<file path="src/rtl/trellis_bank_sched_if.sv">
// Trellis bank scheduler bus: decode enable and survivor vector in,
// bank strobes, addresses, frame pulse and traceback enables out.
// Optional display ports exist only with TRELLIS_DISP_CTRL_EN.
interface trellis_bank_sched_if #(
    parameter int AW = 10,
    parameter int SW = 8
);
    logic          enable;
    logic [SW-1:0] sel_in;
    logic [SW-1:0] wr_data;
    logic [3:0]    wr_bank_oh;
    logic [3:0]    rd_bank_oh;
    logic [AW-1:0] wr_addr;
    logic [AW-1:0] rd_addr;
    logic [1:0]    bank_idx;
    logic          frame_done;
    logic [1:0]    tb_en;
`ifdef TRELLIS_DISP_CTRL_EN
    logic [AW-1:0] disp_wr_addr;
    logic [AW-1:0] disp_rd_addr;
    logic          disp_sel;
`endif

    modport master (
        output enable, sel_in,
        input  wr_data, wr_bank_oh, rd_bank_oh,
        input  wr_addr, rd_addr, bank_idx,
        input  frame_done, tb_en
`ifdef TRELLIS_DISP_CTRL_EN
        ,
        input  disp_wr_addr, disp_rd_addr, disp_sel
`endif
    );

    modport slave (
        input  enable, sel_in,
        output wr_data, wr_bank_oh, rd_bank_oh,
        output wr_addr, rd_addr, bank_idx,
        output frame_done, tb_en
`ifdef TRELLIS_DISP_CTRL_EN
        ,
        output disp_wr_addr, disp_rd_addr, disp_sel
`endif
    );
endinterface

</file>
<file path="src/rtl/trellis_bank_sched.sv">
// Four-bank trellis memory scheduler: one bank written per frame, the two
// neighbours read for traceback, the opposite bank idle.
// Ports: clk, rst (async, active-high), bus (trellis_bank_sched_if.slave).
// Macro TRELLIS_DISP_CTRL_EN adds display-buffer ping-pong control.
module trellis_bank_sched #(
    parameter int AW = 10,
    parameter int SW = 8
) (
    input  logic clk,
    input  logic rst,
    trellis_bank_sched_if.slave bus
);
    localparam logic [AW-1:0] CNT_MAX = '1;

    function automatic logic [3:0] oh(input logic [1:0] b);
        oh = 4'b0001 << b;
    endfunction

    logic [AW-1:0] wr_cnt;
    logic [1:0]    bank_q;
    logic [1:0]    tb_q;
    logic [SW-1:0] data_q;
    logic [AW-1:0] waddr_q;
    logic [AW-1:0] raddr_q;
    logic [3:0]    woh_q;
    logic [3:0]    roh_q;
    logic          done_q;

    logic          wrap;
    logic [1:0]    bank_nxt;
    logic [1:0]    bank_rd1;
    logic [1:0]    bank_rd3;

    assign wrap     = (wr_cnt == CNT_MAX);
    assign bank_nxt = bank_q + 2'd1;
    assign bank_rd1 = bank_q + 2'd1;
    assign bank_rd3 = bank_q + 2'd3;

    always_ff @(posedge clk or posedge rst) begin
        if (rst) begin
            wr_cnt  <= '0;
            bank_q  <= 2'd0;
            tb_q    <= 2'd0;
            data_q  <= '0;
            waddr_q <= '0;
            raddr_q <= '1;
            woh_q   <= 4'd0;
            roh_q   <= 4'd0;
            done_q  <= 1'b0;
        end else if (!bus.enable) begin
            // restart; wr_data and addresses hold
            wr_cnt <= '0;
            bank_q <= 2'd0;
            tb_q   <= 2'd0;
            woh_q  <= 4'd0;
            roh_q  <= 4'd0;
            done_q <= 1'b0;
        end else begin
            wr_cnt  <= wr_cnt + 1'b1;
            data_q  <= bus.sel_in;
            waddr_q <= wr_cnt;
            raddr_q <= ~wr_cnt;
            woh_q   <= oh(bank_q);
            roh_q   <= oh(bank_rd1) | oh(bank_rd3);
            done_q  <= wrap;
            if (wrap) begin
                bank_q <= bank_nxt;
                // traceback units start once enough history exists
                if (bank_nxt == 2'd2) tb_q[0] <= 1'b1;
                if (bank_nxt == 2'd3) tb_q[1] <= 1'b1;
            end
        end
    end

    assign bus.wr_data    = data_q;
    assign bus.wr_addr    = waddr_q;
    assign bus.rd_addr    = raddr_q;
    assign bus.wr_bank_oh = woh_q;
    assign bus.rd_bank_oh = roh_q;
    assign bus.bank_idx   = bank_q;
    assign bus.frame_done = done_q;
    assign bus.tb_en      = tb_q;

`ifdef TRELLIS_DISP_CTRL_EN
    localparam logic [AW-1:0] DWR0 = AW'(2);
    localparam logic [AW-1:0] DRD0 = CNT_MAX - AW'(2);

    logic [AW-1:0] dwr_q;
    logic [AW-1:0] drd_q;
    logic [4:0]    dsel_q;

    always_ff @(posedge clk or posedge rst) begin
        if (rst) begin
            dwr_q  <= DWR0;
            drd_q  <= DRD0;
            dsel_q <= 5'd0;
        end else begin
            // free-running 5-cycle delay of bank parity
            dsel_q <= {dsel_q[3:0], bank_q[0]};
            if (!bus.enable) begin
                dwr_q <= DWR0;
                drd_q <= DRD0;
            end else begin
                dwr_q <= dwr_q - 1'b1;
                drd_q <= drd_q + 1'b1;
            end
        end
    end

    assign bus.disp_wr_addr = dwr_q;
    assign bus.disp_rd_addr = drd_q;
    assign bus.disp_sel     = dsel_q[4];
`endif
endmodule

</file>
<file path="src/flat_wrapper.sv">
// flat-port wrapper written by rule: the top's interface ports become plain ports
module trellis_bank_sched_flat 
#(
    parameter int AW = 10,
    parameter int SW = 8
)
  (clk, rst, bus_enable, bus_sel_in, bus_wr_data, bus_wr_bank_oh, bus_rd_bank_oh, bus_wr_addr, bus_rd_addr, bus_bank_idx, bus_frame_done, bus_tb_en);
  trellis_bank_sched_if #(.AW(AW), .SW(SW)) bus_i ();
  input  logic clk;
  input  logic rst;
  input wire logic [$bits(bus_i.enable)-1:0] bus_enable;
  input wire logic [$bits(bus_i.sel_in)-1:0] bus_sel_in;
  output wire logic [$bits(bus_i.wr_data)-1:0] bus_wr_data;
  output wire logic [$bits(bus_i.wr_bank_oh)-1:0] bus_wr_bank_oh;
  output wire logic [$bits(bus_i.rd_bank_oh)-1:0] bus_rd_bank_oh;
  output wire logic [$bits(bus_i.wr_addr)-1:0] bus_wr_addr;
  output wire logic [$bits(bus_i.rd_addr)-1:0] bus_rd_addr;
  output wire logic [$bits(bus_i.bank_idx)-1:0] bus_bank_idx;
  output wire logic [$bits(bus_i.frame_done)-1:0] bus_frame_done;
  output wire logic [$bits(bus_i.tb_en)-1:0] bus_tb_en;
  assign bus_i.enable = bus_enable;
  assign bus_i.sel_in = bus_sel_in;
  assign bus_wr_data = bus_i.wr_data;
  assign bus_wr_bank_oh = bus_i.wr_bank_oh;
  assign bus_rd_bank_oh = bus_i.rd_bank_oh;
  assign bus_wr_addr = bus_i.wr_addr;
  assign bus_rd_addr = bus_i.rd_addr;
  assign bus_bank_idx = bus_i.bank_idx;
  assign bus_frame_done = bus_i.frame_done;
  assign bus_tb_en = bus_i.tb_en;
  trellis_bank_sched #(.AW(AW), .SW(SW)) u_core (.clk(clk), .rst(rst), .bus(bus_i));
endmodule
</file>
<file path="config.mk">
export PLATFORM = sky130hd
export DESIGN_NAME = trellis_bank_sched_flat
export DESIGN_NICKNAME = d
export VERILOG_FILES = /design/src/rtl/trellis_bank_sched_if.sv /design/src/rtl/trellis_bank_sched.sv /design/src/flat_wrapper.sv
export SDC_FILE = /design/constraint.sdc
export NUM_CORES = 1
export LEC_CHECK = 0
export BUFFER_PORTS_ARGS = -buffer_cell sky130_fd_sc_hd__buf_4
export CORE_MARGIN = 5
export CORE_UTILIZATION = 47
export DETAILED_ROUTE_END_ITERATION = 6
export PLACE_DENSITY = 0.74
export SETUP_SLACK_MARGIN = 0.3
export SYNTH_ARGS = -nofsm -noshare
export SYNTH_HDL_FRONTEND = slang
export SYNTH_SLANG_ARGS = --single-unit
</file>
<file path="constraint.sdc">
create_clock -name clk -period 1.7 [get_ports clk]
set_clock_uncertainty 0.05 [all_clocks]
set_input_delay 0.34 -clock clk [delete_from_list [all_inputs] [get_ports clk]]
set_output_delay 0.34 -clock clk [all_outputs]
set_load 0.01 [all_outputs]
</file>
* After elaboration in Yosys (flattened, before gate mapping)
Index checks and enable logic that the tools add are counted.
** Word-level totals
- Word-level logic and storage cells :: 36
- Input bits :: 11
- Output and inout port bits :: 41
- Flip-flop bits (word level) :: 51
** Cells by class
- Add/subtract/negate cells :: 3
- Reductions and logical operators :: 2
- Shift-type cells :: 3
- Equal/unequal tests :: 6
- Mux-type cells :: 10
- Bitwise operators :: 2
** Operators with widths (count)
- $shl A1 B2 Y4 const A :: 3
- $add A10 B1 Y10 const B :: 1
- $eq A10 B10 Y1 const B :: 1
- $mux W10 :: 1
- $not A10 Y10 :: 1
- $mux W2 :: 4
- $mux W4 :: 2
- $ne A2 B1 Y1 const B :: 3
- $eq A2 B2 Y1 const B :: 2
- $or A4 B4 Y4 :: 1
- $reduce_and A2 Y1 :: 2
- $mux W1 :: 3
- $add A2 B1 Y2 const B :: 1
- $add A2 B2 Y2 const B :: 1

* Longest topological paths before layout
- Depth after elaboration :: 5
- Gate-level depth with buffers :: 5
- Gate-level depth less buffers :: 4

* Worst setup path before layout
Ideal clock, no wire load.
- Kind :: register to register
- Start :: register u_core.wr_cnt[0]
- End :: register u_core.bank_q[0] (netlist: u_core.bus.bank_idx[0])
- Required time :: 1.526 ns
- Clock period less this slack :: 1.638 ns
- Library setup time :: 0.124 ns
- Stages on the path, launching flop included :: 6
- Buffers on the path :: 1
- Path slack :: 0.062 ns
- Arrival time :: 1.464 ns
- Cells stage by stage :: dfrtp_1 -> ha_1 -> nand4_2 -> or4_1 -> clkbuf_2 -> mux2i_1
** Between the ends
- Word-level cells in the longest chain between the ends :: 2
** Ends and longest elaborated chain
- start, declared :: line trellis_bank_sched.sv:19 : logic [AW-1:0] wr_cnt;
- start signal, assigned :: line trellis_bank_sched.sv:59 : wr_cnt <= wr_cnt + 1'b1;
- $eq A10 B10 Y1 :: line trellis_bank_sched.sv:34 : assign wrap = (wr_cnt == CNT_MAX);
- $ne A2 B1 Y1 (no line)
- end signal, assigned :: line trellis_bank_sched.sv:67 : bank_q <= bank_nxt;
- end, declared :: line trellis_bank_sched.sv:20 : logic [1:0] bank_q;
Every way passes these cells.
A chain may end at the register's enable or synchronous reset.

* Worst setup path after layout
- Start :: register u_core.wr_cnt[1]
- End :: register u_core.bank_q[0] (netlist: u_core.bus.bank_idx[0])
Same word-level chain as after synthesis.

==> results.py <==
metrics = {
    "clock_network": {
        "clockBufferDepth": 2,
        "cts_root_buf": "clkbuf_8",
        "cts_sinks": 50,
        "clkLatencyLatePin_ps": 300,
        "cts_tree": "yes",
        "cts-buffers-inserted": 5,
        "postCtsHoldBufs": 0,
        "cts.clk_slew.worst_paths_ps": 90,
        "htreeDepth": 2,
    },
    "worst_setup_path": {
        "ff2ff_path_depth": 4,
        "reg2reg_slack_ps": 210,
        "path_max_fanout": 5,
        "rr_endpoint": "u_core.bus.bank_idx[0]",
        "crit_arrival_ps": 1630,
        "crit_chain": "ha_4 -> nand4_4 -> or4_4 -> mux2i_1",
        "cpPeakStageDelay_ps": 540,
        "worstPathRequired_ps": 1850,
        "r2r_start": "u_core.wr_cnt[1]",
        "crit_slowest_cell": "or4_4",
        "endpoint_kind": "flop",
        "path_buf_inv": 0,
        "crit_type": "flop to flop",
        "cp-start-kind": "flop",
        "path_delay_family": "simple AND/OR/NAND/NOR gates",
    },
    "placed_design": {
        "place_congestion": 0.7464,
        "pre_cts_ws_ps": 55.84,
        "io_buffers": 51,
        "placed_cell_area_mm2": 0.002486,
        "dp_hpwl_mm": 2.717,
        "dp_cells": 267,
    },
    "run": {
        "maxCapViolCount": 0,
    },
    "sta": {
        "period_share": 0.8753,
        "tightest_slew_ps": 457.9,
        "slew_headroom": 0.6944,
        "tns_ps": 0,
        "slew_violations": 0,
        "hold_viol_final": 0,
        "report.final.setup_viol": 0,
        "rsz0062_at_grt": "true",
        "whs_ps": 41.40,
        "fmaxAchievable_mhz": 672.1,
        "fin_ws_ps": 212.1,
        "post-route-min-period_ps": 1488,
    },
    "grt": {
        "gr-total-overflow": 0,
        "grt_pass1_vias": 1456,
        "grt_antenna_before_repair": 0,
        "grt_util_all_layers": 0.1582,
        "grt_pass1_wl_mm": 6.762,
        "grt_max_degree": 51,
    },
    "die": {
        "die_w_um": 75.57,
        "num_rows": 23,
        "chipHeight_um": 75.57,
        "dieArea_mm2": 0.005711,
        "core_mm2": 0.004086,
        "ioPinCount": 52,
        "start_util": 0.4945,
    },
    "drt": {
        "via_per_inst": 4.996,
        "wl_met1_mm": 1.835,
        "wl_per_cell_um": 14.90,
        "initialDrtViolationCount": 117,
        "met2_length_mm": 2.050,
        "dr.pass1.iters": 4,
        "antenna_left": 0,
        "route.detailed.drc": 0,
        "wl_met3_um": 277,
        "route.top_layer_used": "met4",
        "wl_mm": 4.218,
        "vias": 1414,
    },
    "cells_and_area": {
        "instances_no_fill": 283,
        "stdcell_area_mm2": 0.002720,
        "seqCellArea_mm2": 0.001270,
        "diodes": 0,
        "fillCellCount": 302,
        "nets": 251,
        "drive_above_1_share": 0.5021,
        "layout-area-overhead-vs-synth_pct": 34.61,
        "multi_input_area_um2": 729.5,
    },
    "outcome": {
        "status": "finished clean",
    },
    "logic_synthesis": {
        "synthDistinctLibCells": 24,
        "ys_ff_latch": 50,
        "ys_warn_count": 0,
        "yosysSeqAreaShare": 0.6254,
        "synth_area_per_cell_um2": 11.89,
        "syn_inst": 170,
        "synth_area_mm2": 0.002021,
        "syn_nets": 189,
    },
    "worst_hold_path": {
        "hold_path.class": "input pin to asynchronous set/reset pin",
    },
    "pwr": {
        "ir_drop_uv": 542.6,
        "p_leak_nw": 1.307,
        "cellPowerDensity_mw_per_mm2": 830.3,
    },
}
==> metal layers <==
layer | global-route usage | up-vias
met3 | 0.05409 | 5
li1 | - | 678
met2 | 0.2512 | 40
met5 | 0 | -
met1 | 0.2009 | 691
met4 | 0.06019 | 0
==> sequential cells by signal, summed over array words and instances, names as in the netlist <==
| signal | flops |
|---|---|
| u_core.bus.bank_idx | 2 |
| u_core.bus.wr_data | 8 |
| u_core.bus.wr_addr | 10 |
| u_core.wr_cnt | 10 |
| u_core.bus.rd_bank_oh | 3 |
| u_core.bus.rd_addr | 10 |
| u_core.bus.tb_en | 2 |
| u_core.bus.wr_bank_oh | 4 |
| u_core.bus.frame_done | 1 |
==> timing repair <==
action	in CTS	in global routing
cloned	0	0
endpoints found under the setup margin	9	9
setup buffers	4	4
endpoints found under the hold margin	0	0
pin swaps	3	5
resized for setup	9	12
==> cells in the final DEF (no fill, tap or decap), drive strengths merged, types with 2 or more instances in the layout <==
cell     n
a21oi   12
and2     4
buf     65
clkbuf   7
dfrtp   40
dfstp   10
ha       8
inv     10
mux2    16
mux2i    3
nand2   13
nand3    4
nor2    19
o21ai    8
or3      3
or4      2
xor2     2
==> logic make-up after synthesis <==
kind of cell	count (synthesis)	synth area share
AO/OA/AOI/OAI	22	0.05697
XOR/XNOR	3	0.01301
adder cells (fa/ha/maj)	8	0.04954
AND/OR/NAND/NOR	47	0.1090
multiplexers	19	0.1040
buffers and inverters	21	0.04211
flip-flops	50	0.6254
==> worst register-to-register path, stage by stage (launching register included) <==
cell and delay, ps:
dfrtp_1 400, ha_4 170, nand4_4 80, or4_4 540
mux2i_1 140
==> Yosys cell counts <==
master    number  share of area
a21oi_1       12          0.030
and2_1         4          0.012
buf_4          1         0.0037
clkbuf_1       7          0.013
clkbuf_2       2         0.0050
dfrtp_1       40           0.50
dfstp_2       10           0.13
ha_1           8          0.050
inv_1         11          0.020
mux2_2        16          0.089
mux2i_1        3          0.015
nand2_1       13          0.024
nand3_1        4         0.0099
nand4_2        1         0.0062
nor2_1        19          0.035
nor4_1         1         0.0031
o21a_1         1         0.0037
o21ai_0        8          0.020
o31ai_1        1         0.0037
or3_1          1         0.0031
or3_2          2         0.0074
or4_1          2         0.0074
xnor2_1        1         0.0043
xor2_1         2         0.0087
==> area by class of cell <==
type | count | share of cell area
clock buffer | 7 | 0.03542
timing repair buffer | 65 | 0.1868
tap | 50 | 0.02300
clock inverter | 1 | 0.003220
multi-input combinational | 99 | 0.2682
sequential | 50 | 0.4669
inverter | 11 | 0.01656
==> through the flow <==
stage,util,total power [W]
after global routing,0.6656,0.002361
after CTS,0.6497,0.002276
after floorplan,-,0.001395
after detailed placement,0.6084,0.001516
final,0.6656,0.002259
after global placement,0.6084,0.001509
==> power by group <==
part / internal, W / switching (W) / total [W]
Sequential: 0.00124 / 0.0000274 / 0.00127
Clock: 0.000373 / 0.000377 / 0.000749
Combinational: 0.000123 / 0.000118 / 0.000241
==> how the worst max path moves through the flow <==
stage	from	endpoint	slack [ps]	cells after the start
5_1_grt	u_core.wr_cnt[1]	u_core.bus.bank_idx[0]	180	4
2_1_floorplan	u_core.wr_cnt[0]	u_core.bus.bank_idx[0]	100	5
3_3_place_gp	u_core.wr_cnt[1]	u_core.bus.bank_idx[1]	130	4
6_report	u_core.wr_cnt[1]	u_core.bus.bank_idx[0]	210	4
3_5_place_dp	u_core.wr_cnt[0]	u_core.bus.tb_en[1]	60	4
4_1_cts	u_core.wr_cnt[0]	u_core.bus.bank_idx[0]	170	4
Power figures use the tool's default switching activity.
